--- config.mk ---
export PLATFORM = sky130hd
export DESIGN_NAME = bus_terminal_fifo
export DESIGN_NICKNAME = d
export VERILOG_FILES = /design/src/rtl/bus_terminal_fifo.sv
export SDC_FILE = /design/constraint.sdc
export NUM_CORES = 1
export LEC_CHECK = 0
export ABC_AREA = 0
export BUFFER_PORTS_ARGS = -buffer_cell sky130_fd_sc_hd__clkbuf_2
export CAP_MARGIN = 20
export CORE_ASPECT_RATIO = 1.75
export CORE_MARGIN = 2
export CORE_UTILIZATION = 59
export CTS_CLUSTER_SIZE = 40
export DETAILED_ROUTE_END_ITERATION = 12
export GPL_ROUTABILITY_DRIVEN = 0
export PLACE_DENSITY = 0.83
export SLEW_MARGIN = 20
export SYNTH_ARGS = -nofsm -noshare
export SYNTH_HDL_FRONTEND = slang
export SYNTH_SLANG_ARGS = --single-unit
--- constraint.sdc ---
create_clock -name clk -period 4.1 [get_ports clk]
set_clock_uncertainty 0.15 [all_clocks]
set_input_delay 0.615 -clock clk [delete_from_list [all_inputs] [get_ports clk]]
set_output_delay 0.615 -clock clk [all_outputs]
set_load 0.02 [all_outputs]
--- src/rtl/bus_terminal_fifo.sv ---
// bus_terminal_fifo: bus-side endpoint with a host->bus TX FIFO and a bus->host RX FIFO,
// show-ahead outputs, occupancy counts, saturating drop counters and a sticky pop error.
module bus_terminal_fifo #(
    parameter int pckg_sz = 16,
    parameter int depth   = 8,
    parameter int cnt_w   = 8
) (
    input  logic                     clk,
    input  logic                     reset,
    output logic                     pndng,
    input  logic                     pop,
    output logic [pckg_sz-1:0]       D_pop,
    input  logic                     push,
    input  logic [pckg_sz-1:0]       D_push,
    input  logic                     tx_wr,
    input  logic [pckg_sz-1:0]       tx_data,
    output logic                     tx_full,
    input  logic                     rx_rd,
    output logic [pckg_sz-1:0]       rx_data,
    output logic                     rx_vld,
    output logic [$clog2(depth):0]   tx_cnt,
    output logic [$clog2(depth):0]   rx_cnt,
    output logic [cnt_w-1:0]         tx_drop,
    output logic [cnt_w-1:0]         rx_drop,
    output logic                     pop_err
);
    localparam int AW = $clog2(depth);
    localparam logic [AW:0] FULL_XOR = {1'b1, {AW{1'b0}}};

    logic [pckg_sz-1:0] r_tx_mem [depth];
    logic [pckg_sz-1:0] r_rx_mem [depth];
    logic [AW:0]        r_tx_wp, r_tx_rp, r_rx_wp, r_rx_rp;
    logic [cnt_w-1:0]   r_tx_drop, r_rx_drop;
    logic               r_pop_err;

    logic w_tx_empty, w_tx_full, w_tx_rd_ok, w_tx_wr_ok, w_tx_drop;
    logic w_rx_empty, w_rx_full, w_rx_rd_ok, w_rx_wr_ok, w_rx_drop;

    // Flags come from pre-edge pointers; a read on a full FIFO frees room for a same-cycle write.
    assign w_tx_empty = r_tx_wp == r_tx_rp;
    assign w_tx_full  = (r_tx_wp ^ r_tx_rp) == FULL_XOR;
    assign w_tx_rd_ok = pop && !w_tx_empty;
    assign w_tx_wr_ok = tx_wr && (!w_tx_full || w_tx_rd_ok);
    assign w_tx_drop  = tx_wr && !w_tx_wr_ok;

    assign w_rx_empty = r_rx_wp == r_rx_rp;
    assign w_rx_full  = (r_rx_wp ^ r_rx_rp) == FULL_XOR;
    assign w_rx_rd_ok = rx_rd && !w_rx_empty;
    assign w_rx_wr_ok = push && (!w_rx_full || w_rx_rd_ok);
    assign w_rx_drop  = push && !w_rx_wr_ok;

    always_ff @(posedge clk) begin
        if (w_tx_wr_ok) r_tx_mem[r_tx_wp[AW-1:0]] <= tx_data;
        if (w_rx_wr_ok) r_rx_mem[r_rx_wp[AW-1:0]] <= D_push;
    end

    always_ff @(posedge clk) begin
        if (reset) begin
            r_tx_wp   <= '0;
            r_tx_rp   <= '0;
            r_rx_wp   <= '0;
            r_rx_rp   <= '0;
            r_tx_drop <= '0;
            r_rx_drop <= '0;
            r_pop_err <= 1'b0;
        end else begin
            if (w_tx_wr_ok) r_tx_wp <= r_tx_wp + (AW+1)'(1);
            if (w_tx_rd_ok) r_tx_rp <= r_tx_rp + (AW+1)'(1);
            if (w_rx_wr_ok) r_rx_wp <= r_rx_wp + (AW+1)'(1);
            if (w_rx_rd_ok) r_rx_rp <= r_rx_rp + (AW+1)'(1);
            if (w_tx_drop && r_tx_drop != '1) r_tx_drop <= r_tx_drop + cnt_w'(1);
            if (w_rx_drop && r_rx_drop != '1) r_rx_drop <= r_rx_drop + cnt_w'(1);
            if (pop && w_tx_empty) r_pop_err <= 1'b1;
        end
    end

    assign pndng   = !w_tx_empty;
    assign tx_full = w_tx_full;
    assign rx_vld  = !w_rx_empty;
    assign D_pop   = w_tx_empty ? '0 : r_tx_mem[r_tx_rp[AW-1:0]];
    assign rx_data = w_rx_empty ? '0 : r_rx_mem[r_rx_rp[AW-1:0]];
    assign tx_cnt  = r_tx_wp - r_tx_rp;
    assign rx_cnt  = r_rx_wp - r_rx_rp;
    assign tx_drop = r_tx_drop;
    assign rx_drop = r_rx_drop;
    assign pop_err = r_pop_err;
endmodule

# After elaboration in Yosys (flattened, before gate mapping)
# Memories as Yosys holds them, arrays and structs flattened. A register that Yosys moved wholly into a read port is not among the register bits.
# Index checks and enable logic that the tools add are counted.
[word_totals]
ramBits = 256
output_inout_bits = 60
reg_bits = 33
mem_count = 2
word_cells = 52
[memory_table]
columns = ["memory", "depth", "word_bits", "rd", "rd_clocked_by_memory_dff", "write_ports", "line_no", "text"]
rows = [
  ["r_rx_mem", 8, 16, 1, 1, 1, "31", "logic [pckg_sz-1:0] r_rx_mem [depth];"],
  ["r_tx_mem", 8, 16, 1, 1, 1, "30", "logic [pckg_sz-1:0] r_tx_mem [depth];"],
]
[op_classes]
eq_ne = 6
reduce_logical = 17
bitwise = 2
muxes = 10
add_sub_neg = 8
[op_table]
columns = ["cell", "count"]
rows = [
  ["2-to-1 mux 16 bit", 2],
  ["adder 4 x 1 -> 4 bit, second input constant", 4],
  ["adder 8 x 1 -> 8 bit, second input constant", 2],
  ["inequality test 8 bit, second input constant", 2],
  ["2-to-1 mux 3 bit", 4],
  ["logical AND 1 bit", 9],
  ["equality test 4 bit", 2],
  ["equality test 4 bit, second input constant", 2],
  ["subtractor 4 bit", 2],
  ["bitwise XOR 4 bit", 2],
  ["zero test 1 bit", 6],
  ["2-to-1 mux 1 bit", 4],
  ["logical OR 1 bit", 2],
]

# Depth between registers and ports, before layout
[logic_depth]
depth_word = 8
ltp_mapped = 7
depth_no_buf = 6

# Least setup slack after synthesis
# Ideal clock, no wire load.
[synth_timing]
kind = "reg-to-reg"
start = "register r_rx_wp[0]"
end = "memory r_rx_mem[0][0] (enable)"
setup_time_ns = 0.430
path_slack_ns = 0.776
arrival_time_ns = 2.744
stages_incl_launch_ff = 6
t_required_ns = 3.520
period_less_slack_ns = 3.324
cell_sequence = "dfxtp_1 inv_1 ha_1 nand3_1 o31ai_1 nor4_1"
[synth_via]
elab_chain_len = 7
word_cells_on_any_way = 10
[synth_rtl]
columns = ["element", "line_no", "text"]
rows = [
  ["start, declared", "32", "logic [AW:0] r_tx_wp, r_tx_rp, r_rx_wp, r_rx_rp;"],
  ["start signal, assigned", "69", "if (w_rx_wr_ok) r_rx_wp <= r_rx_wp + (AW+1)'(1);"],
  ["bitwise XOR 4 bit or equality test 4 bit (tied branches)", "47, 46", ""],
  ["equality test 4 bit or zero test 1 bit (tied branches)", "47, 48", ""],
  ["zero test 1 bit or logical AND 1 bit (tied branches)", "49, 48", ""],
  ["logical OR 1 bit", "49", "assign w_rx_wr_ok = push && (!w_rx_full || w_rx_rd_ok);"],
  ["logical AND 1 bit", "49", ""],
  ["2-to-1 mux 1 bit", "54", "if (w_rx_wr_ok) r_rx_mem[r_rx_wp[AW-1:0]] <= D_push;"],
  ["2-to-1 mux 1 bit (not written as such)", "54", ""],
  ["end, declared", "31", ""],
]
# Parallel ways exist; a longest one is shown, timed or not.

==> key figures <==
Outcome
  • Status: completed

GRT
  • Global-route wire length before repair: 36.7 mm
  • Total gr overflow: 0
  • All-Layer GR Usage: 22.3%
  • Largest net degree at the start of global routing: 38
  • Initial antenna violation count: 0
  • Vias in the first global route: 6698

Power and ir drop
  • Clk pwr share: 34.8%
  • Pwr per Cell Area: 515 nW/µm²
  • Logic gate share of total power: 15.9%
  • Peak supply drop: 0.443 mV
  • P_leak: 0.00453 µW
  • Switch share: 25.7%
  • P_int: 5180 µW
  • Sequential power share: 49.3%
  • Switching Power: 1790 µW

Route
  • WL/cell: 22.3 µm
  • Drt drc: 0
  • Final ANT Viol Nets: 0
  • DRT Pass-1 Iters: 5
  • Drt total wl: 23.0 mm
  • Via-to-Cell Ratio: 6.08
  • Via count: 6276
  • Initial DRC Count: 331

Clock network
  • Sink Count: 295
  • TritonCTS clock tree: built
  • Worst skew pair latency: 0.52 ns
  • Clock Path Buffers: 3
  • Hold_buf cts: 0
  • Root buffer cell: clkbuf_16
  • Setup repair bufs after CTS: 0
  • H-tree Lvls: 1
  • # resized after CTS: 0
  • CTS buffer count: 26
  • Worst-path clk slew: 0.07 ns

STA
  • Fin Setup TNS: 0 ns
  • Final setup violation count: 0
  • WHS: 0.211 ns
  • Final Slew Violations: 0
  • Tmin final: 3.43 ns
  • Final Hold Fails: 0
  • F_max: 291 MHz
  • Worst-margin pin slew: 1.05 ns
  • Worst Slack Setup Final: 0.665 ns
  • Fin crit share: 83.8%
  • RSZ-0062 raised after global routing: no
  • Slew HR: 29.7%

Floorplanning
  • Die X: 111 µm
  • DIE AREA: 21100 µm²
  • Initial core utilization: 59.9%
  • Die Span Y: 191 µm
  • IO Pins: 98
  • Core Box Area: 19700 µm²
  • Row cnt: 68

Finish
  • Layout Cells excl Fill: 1033
  • Share of layout cells above drive strength 1: 31.0%
  • Fill cell count: 1219
  • Layout area overhead: 14.9%
  • Final antenna diode count: 0
  • FF/Latch Area: 8470 µm²
  • Multi-input combinational cell area: 3180 µm²
  • Nets: 820

Setup path
  • FF-to-FF End: r_tx_mem[1][8]
  • Reg2reg path depth: 4
  • Worst setup EP type: output pin
  • RR Startpoint: r_tx_wp[2]
  • Reg2Reg Setup Slack: 1.24 ns
  • Crit path to: rx_data[15]
  • CP required: 3.34 ns
  • Startpoint Class: flop
  • CP Class: reg2out
  • Critical-path maximum fanout: 24
  • Arr. time, crit path: 2.67 ns

Min path
  • Worst hold path type: in2reg

Placement
  • # port buffers: 97
  • Inst Count DP: 985
  • Dpl ws: 1.14 ns
  • Detail Placement HPWL: 14.9 mm

Synth
  • Mapped Cells: 650
  • Synth top area share: 65.3%
  • Synth top cells by count: 256 x edfxtp_1, 64 x mux4_2, 64 x nor2_1
  • Yosys warnings: 0
  • Top post-synthesis cells by area: edfxtp_1 65%, mux4_2 12%, dfxtp_1 6.6%
  • Ys async rst share: 0%
  • Syn_nets: 702
  • Count of cell types in the netlist: 41
  • Seq/Total Area, Yosys: 71.9%
  • Most common cell in the netlist: edfxtp_1
  • FF+latch count, synth: 295
  • Ys flop type: edfxtp_1
  • Leading area contributor after synthesis: edfxtp_1
  • Synthesized area: 11800 µm²
  • Post-synth EDFFs: 256
  • Mapped Avg Cell Area: 18.1 µm²

Run
  • Maxcap violations: 0
[logic make-up after synthesis]
family	share of synthesized area, %
buf+inv	1.54
fa+ha+maj	1.62
compound gates	2.46
xor+xnor	1.47
flops	71.9
mux	15.5
simple gates	5.52
[cell usage in the layout (no fill, tap or decap), types with 3 or more instances in the layout]
cell type	netlist	final
nand3_1	13	13
ha_1	12	12
or4_1	8	8
dfxtp_1	39	36
dfxtp_2	0	3
nor2_1	64	64
or3_1	4	4
nand2b_1	7	7
clkbuf_2	0	97
clkbuf_16	0	27
xnor2_1	9	9
edfxtp_1	256	256
nand2_1	8	8
and3_1	8	8
mux4_2	64	64
clkinvlp_4	0	6
buf_4	0	21
o21ai_0	5	5
a21oi_1	19	18
clkinv_2	0	6
inv_1	16	16
o211ai_1	4	4
o31ai_1	11	10
clkinv_4	0	3
xor2_1	7	7
nor3_2	0	5
mux2i_1	38	38
[metrics by stage]
| stage | total power, µW | cell area, µm² | util, % |
|---|---|---|---|
| final | 6960 | 13500 | 68.8 |
| after global routing | 7210 | 13500 | 68.8 |
| after CTS | 7030 | 13500 | 68.8 |
| after detailed placement | 4610 | 12700 | 64.4 |
| after global placement | 4570 | 12600 | 64.4 |
| after floorplan | 4240 | 11800 | - |
[metal layers]
metal | track usage (%) | wire length [µm] | vias to the layer above
li1 | - | - | 2806
met3 | 2.77 | 1000 | 50
met5 | 0 | 0 | -
met1 | 25.7 | 8310 | 3219
met2 | 42.2 | 13100 | 201
met4 | 8.41 | 631 | 0
[critical path, cell delays in order, from the launching register on]
cell	delay [ns]
dfxtp_2	0.89
buf_4	0.35
mux4_2	0.53
mux2i_1	0.15
nor2_1	0.06
clkbuf_2	0.16
[sequential cells by signal (all words and copies together), names as in the netlist, named ones only]
register,cells
r_tx_wp,4
pop_err,1
r_rx_mem,128
r_tx_rp,4
r_rx_wp,4
r_rx_rp,4
r_tx_mem,128
tx_drop,8
rx_drop,8
[worst min-delay path by stage]
stage               slack (ns)              to  cells after the start       start
floorplan                 0.32      r_tx_wp[0]                      2  r_tx_wp[0]
global placement          0.30         pop_err                      2     pop_err
detailed placement        0.34         pop_err                      2     pop_err
CTS                       0.19  r_tx_mem[0][3]                      1  tx_data[3]
global route              0.21  r_tx_mem[2][7]                      1  tx_data[7]
finish                    0.21  r_tx_mem[2][7]                      1  tx_data[7]
[power by group through the flow]
stage	Clock, µW	Combinational, µW	Sequential, µW
after floorplan	0	809	3430
after global placement	0	1080	3490
after detailed placement	0	1110	3500
after CTS	2470	1120	3440
after global routing	2570	1190	3450
final	2420	1110	3430
[cell type report]
type                    count  area share (%)
flip-flops and latches    295            62.6
multi-input cells         311            23.5
clock buffers              30            5.15
repair buffers            118            4.75
well taps                 245            2.27
clock inverters            18            1.26
inverters                  16           0.444
Note: power is estimated with default switching activity, not from simulation.
